--- src/rtl/branch_ctrl.sv ---
// Branch-control consumer for the LEGv8 fetch unit: decode, NZVC flags, squash FSM.
// Optional taken-branch counter is built only when BR_STATS_EN is defined.
module branch_ctrl #(
   parameter int unsigned CNT_W = 16
) (
   input  logic             clk,
   input  logic             reset,
   input  logic [31:0]      inst,
   input  logic             inst_valid,
   input  logic             alu_negative,
   input  logic             alu_zero,
   input  logic             alu_overflow,
   input  logic             alu_carry_out,
   input  logic             rt_zero,
   output logic [18:0]      imm19,
   output logic [25:0]      imm26,
   output logic             un_br,
   output logic             br_taken,
   output logic             flush,
   output logic             link_wr,
   output logic [3:0]       flags,
   output logic [CNT_W-1:0] br_count
);

   typedef enum logic {
      ST_RUN    = 1'b0,
      ST_SQUASH = 1'b1
   } state_t;

   state_t     r_state;
   logic [3:0] r_flags;

   logic w_is_b;
   logic w_is_bl;
   logic w_is_cbz;
   logic w_is_bcond;
   logic w_is_fs;
   logic w_accept;
   logic w_cond_true;
   logic w_br_taken;

   // Opcode decode
   assign w_is_b     = (inst[31:26] == 6'b000101);
   assign w_is_bl    = (inst[31:26] == 6'b100101);
   assign w_is_cbz   = (inst[31:24] == 8'b10110100);
   assign w_is_bcond = (inst[31:24] == 8'b01010100);
   assign w_is_fs    = (inst[31:21] == 11'b10101011000) ||
                       (inst[31:21] == 11'b11101011000) ||
                       (inst[31:21] == 11'b11101010000) ||
                       (inst[31:22] == 10'b1011000100)  ||
                       (inst[31:22] == 10'b1111000100);

   assign w_accept = inst_valid && (r_state == ST_RUN) && !reset;

   // Condition evaluation from registered flags {N,Z,C,V}
   always_comb begin
      w_cond_true = 1'b1;
      case (inst[3:0])
         4'd0:    w_cond_true = r_flags[2];
         4'd1:    w_cond_true = !r_flags[2];
         4'd2:    w_cond_true = r_flags[1];
         4'd3:    w_cond_true = !r_flags[1];
         4'd4:    w_cond_true = r_flags[3];
         4'd5:    w_cond_true = !r_flags[3];
         4'd6:    w_cond_true = r_flags[0];
         4'd7:    w_cond_true = !r_flags[0];
         4'd8:    w_cond_true = r_flags[1] && !r_flags[2];
         4'd9:    w_cond_true = !(r_flags[1] && !r_flags[2]);
         4'd10:   w_cond_true = (r_flags[3] == r_flags[0]);
         4'd11:   w_cond_true = (r_flags[3] != r_flags[0]);
         4'd12:   w_cond_true = !r_flags[2] && (r_flags[3] == r_flags[0]);
         4'd13:   w_cond_true = !(!r_flags[2] && (r_flags[3] == r_flags[0]));
         default: w_cond_true = 1'b1;
      endcase
   end

   assign w_br_taken = w_accept && (w_is_b || w_is_bl ||
                                    (w_is_cbz && rt_zero) ||
                                    (w_is_bcond && w_cond_true));

   assign imm19    = inst[23:5];
   assign imm26    = inst[25:0];
   assign un_br    = w_accept && (w_is_b || w_is_bl);
   assign br_taken = w_br_taken;
   assign link_wr  = w_accept && w_is_bl;
   assign flush    = (r_state == ST_SQUASH) && !reset;
   assign flags    = r_flags;

   // Squash FSM and flag register
   always_ff @(posedge clk) begin
      if (reset) begin
         r_state <= ST_RUN;
         r_flags <= 4'b0000;
      end else begin
         case (r_state)
            ST_RUN:    if (w_br_taken) r_state <= ST_SQUASH;
            ST_SQUASH: r_state <= ST_RUN;
            default:   r_state <= ST_RUN;
         endcase
         if (w_accept && w_is_fs)
            r_flags <= {alu_negative, alu_zero, alu_carry_out, alu_overflow};
      end
   end

`ifdef BR_STATS_EN
   logic [CNT_W-1:0] r_br_count;

   // Saturating taken-branch counter
   always_ff @(posedge clk) begin
      if (reset)
         r_br_count <= '0;
      else if (w_br_taken && (r_br_count != {CNT_W{1'b1}}))
         r_br_count <= r_br_count + CNT_W'(1);
   end

   assign br_count = r_br_count;
`else
   assign br_count = '0;
`endif

endmodule
--- config.mk ---
export PLATFORM = sky130hd
export DESIGN_NAME = branch_ctrl
export DESIGN_NICKNAME = d
export VERILOG_FILES = /design/src/rtl/branch_ctrl.sv
export SDC_FILE = /design/constraint.sdc
export NUM_CORES = 1
export LEC_CHECK = 0
export ABC_AREA = 1
export ABC_CLOCK_PERIOD_IN_PS = 1100
export CORE_UTILIZATION = 29
export CTS_CLUSTER_DIAMETER = 30
export DETAILED_ROUTE_END_ITERATION = 8
export GPL_TIMING_DRIVEN = 0
export PLACE_DENSITY = 0.91
export SYNTH_ARGS = -nofsm -noshare
export SYNTH_HDL_FRONTEND = slang
export SYNTH_SLANG_ARGS = --single-unit
--- constraint.sdc ---
create_clock -name clk -period 1.1 [get_ports clk]
set_input_delay 0.11 -clock clk [delete_from_list [all_inputs] [get_ports clk]]
set_output_delay 0.11 -clock clk [all_outputs]
set_load 0.01 [all_outputs]
==> results.sh <==
export IMPL_synth_edff_count=0
export IMPL_crit_buf_inv=2
export IMPL_final_core_util=0.6022
export IMPL_die_area_um2=3869
export IMPL_dieHeight_um=62.20
export IMPL_hpwl_mm=2.327
export IMPL_rows=21
export IMPL_setup_slack_ns=-0.4158
export IMPL_worstPathCellList="inv_4, nand2_2, nand2_2, nand2_1, nand2_1, nor2_1, nand3_1, nand2_1, nand2_1, buf_2"
export IMPL_design_core_area_um2=3416
export IMPL_grt_remaining_overflow=0
export IMPL_drt_wirelength_per_cell_um=9.188
export IMPL_yosysMostFrequentCell="buf_4"
export IMPL_fp_dieW_um=62.20
export IMPL_crit_required_ns=0.99
export IMPL_r2r_end="r_state$_SDFF_PP0_"
export IMPL_path_clk_slew_ns=0.05
export IMPL_finalNetCount=320
export IMPL_numCtsBuffers=3
export IMPL_cp_top_family="simple AND/OR/NAND/NOR gates"
export IMPL_place_area_um2=1917
export IMPL_max_stage_delay_ns=0.38
export IMPL_grt_busiest_layer="met2"
export IMPL_ant_nets=0
export IMPL_crit_type="register to primary output"
export IMPL_drt_pass1_iterations=4
export IMPL_cts_buffer_depth=2
export IMPL_start_kind="register"
export IMPL_synth_compound_area_frac=0.04643
export IMPL_synth_cells=179
export IMPL_endpoint_kind="primary output"
export IMPL_setup_violations=9
export IMPL_synth_top_cells_by_area="buf_4 44%, nand2_1 12%, nor2_1 10%"
export IMPL_htree_levels=1
export IMPL_violations="setup timing"
export IMPL_netlist_top_cells_count="61 x buf_4, 33 x nand2_1, 29 x nor2_1"
export IMPL_r2r_cells=9
export IMPL_synth_simple_gate_area_frac=0.3512
export IMPL_whs_endpoint="r_state$_SDFF_PP0_"
export IMPL_synth_top_area_share=0.4357
export IMPL_hp_start="inst[27]"
export IMPL_portBuffers=75
export IMPL_synth_top_family_by_area="buffers and inverters"
export IMPL_grt_max_degree=9
export IMPL_post_place_cells=315
export IMPL_power_mw=1.003
export IMPL_drv_cap=0
export IMPL_vdd_drop_max_mv=0.3586
export IMPL_hold_class="primary input to register"
export IMPL_cp_slowest_cell="dfxtp_4"
export IMPL_hold_viol=0
export IMPL_first_iter_violations=38
export IMPL_finClkSkew_ns=0.005646
export IMPL_grt_pass1_vias=1173
export IMPL_cp_arrival_ns=1.41
export IMPL_synth_fa_ha_area_frac=0
export IMPL_critPathMostFrequentCell="nand2_1"
export IMPL_grt_pass1_wl_mm=4.402
export IMPL_power_density_nw_per_um2=487.4
export IMPL_leakage_nw=1.123
export IMPL_post_drt_via_cell_ratio=3.975
export IMPL_synth_ff_type="dfxtp_1"
export IMPL_holdBufCountCts=0
export IMPL_cts_sinks=5
export IMPL_grt_setup_unrepaired="true"
export IMPL_fin_crit_ns=1.516
export IMPL_synth_distinct_cells=18
export IMPL_drc_errors=0
export IMPL_r2r_start="flags[3]$_SDFFE_PP0P_"
export IMPL_whs_path_depth=4
export IMPL_initial_core_util=0.3077
export IMPL_r2r_slack_ns=-0.03
export IMPL_grtUsageTotal=0.1368
export IMPL_syn_to_final_growth_pct=95.71
export IMPL_stdcell_area_um2=2057
export IMPL_seq_area_frac_synth=0.09524
export IMPL_io_pin_count=109
export IMPL_syn_area_um2=1051
export IMPL_wirelength_mm=2.986
export IMPL_finalCritPeriodShare=1.378
export IMPL_status="finished, violations left"
export IMPL_ys_warn_count=0
export IMPL_synth_avg_cell_area_um2=5.872
export IMPL_antenna_cells=0
export IMPL_met1_usage=0.1246
export IMPL_async_flop_share=0
export IMPL_final_cells=325
export IMPL_fmax_mhz=659.7
export IMPL_ys_seq_elements=5
export IMPL_synth_xor_area_frac=0
export IMPL_via_count=1292
export IMPL_gp_congestion=0.8174
export IMPL_synthMuxAreaShare=0
export IMPL_layout_drive_gt1_share=0.4158
export IMPL_crit_fanout=5
export IMPL_antenna_found_initial=0
export IMPL_met2_usage=0.2788
export IMPL_clock_latency_ns=0.26
export IMPL_cts_tree="built"
export IMPL_finalMaxSlewViolations=0
export IMPL_cts_root_buffer="clkbuf_4"
export IMPL_gr_usage_met3=0.04779
export IMPL_synth_area_leader_cell="buf_4"
[cell families (layout without fill, tap and decap cells)]
family,Yosys count,count (layout)
AOI/OAI and AO/OA,9,9
buffers and inverters,80,165
DFF,5,5
other,1,16
and+or+nand+nor,84,84
[worst min-delay path, stage by stage]
cell	delay, ns
dlymetal6s2s_1	0.18
nor4_4	0.08
nor2_1	0.11
nand2_1	0.07
[metrics by stage]
| step | worst slack [ns] | hold slack (ns) | TNS (ns) |
|---|---|---|---|
| 2_1_floorplan | -0.05572 | 0.2503 | -0.1056 |
| 3_3_place_gp | -0.9895 | 0.5167 | -8.098 |
| 3_5_place_dp | -0.9444 | 0.5180 | -8.240 |
| 4_1_cts | -0.4059 | 0.3987 | -1.357 |
| 5_1_grt | -0.5381 | 0.3896 | -1.896 |
| 6_report | -0.4158 | 0.3394 | -1.178 |
[report_power, final]
group	total, mW	internal [mW]	switching [mW]
clock	0.230	0.133	0.0973
sequential	0.177	0.177	0.000413
combinational	0.595	0.365	0.230
total	1.00	0.675	0.328
[layout make-up]
class	count	area (µm²)
repair buffers	81	763.2
plain buffers	61	457.9
fillers	324	1359
clock inverters	1	5.005
flip-flops and latches	5	111.4
inverters	19	73.82
multi-input cells	109	565.5
well taps	46	57.56
clock buffers	3	22.52
[cells in the final DEF, fill, tap and decap left out, types with 8 or more instances in the layout]
cell,netlist,routed
nor2_1,29,28
dlymetal6s2s_1,0,8
clkdlybuf4s50_1,0,44
dlygate4sd2_1,0,9
inv_1,17,12
conb_1,1,16
buf_4,61,66
nand2_1,33,27
nand3_1,14,10
[sequential cells by signal (all words and copies together) (netlist names)]
register	flops
flags	4
r_state	1
[repair_timing]
| action | in CTS | in global routing |
|---|---|---|
| setup endpoints to repair | 25 | 17 |
| gates resized for setup | 69 | 31 |
| setup buffers | 5 | 1 |
| pin swaps | 10 | 15 |
| hold endpoints to repair | 0 | 0 |
[layer usage]
layer | share of wire | vias up
li1 | - | 678
met1 | 0.36 | 540
met2 | 0.54 | 69
met3 | 0.099 | 5
met4 | 0.0077 | 0
met5 | 0 | -
[how the worst max path moves through the flow]
stage,from,endpoint,depth (start not counted)
final,flags[3]$_SDFFE_PP0P_,br_taken,10
after global placement,inst[0],br_taken,10
after CTS,r_state$_SDFF_PP0_,link_wr,7
after floorplan,r_state$_SDFF_PP0_,link_wr,6
after global routing,flags[3]$_SDFFE_PP0P_,br_taken,10
after detailed placement,inst[0],br_taken,10
Power figures use the tool's default switching activity.
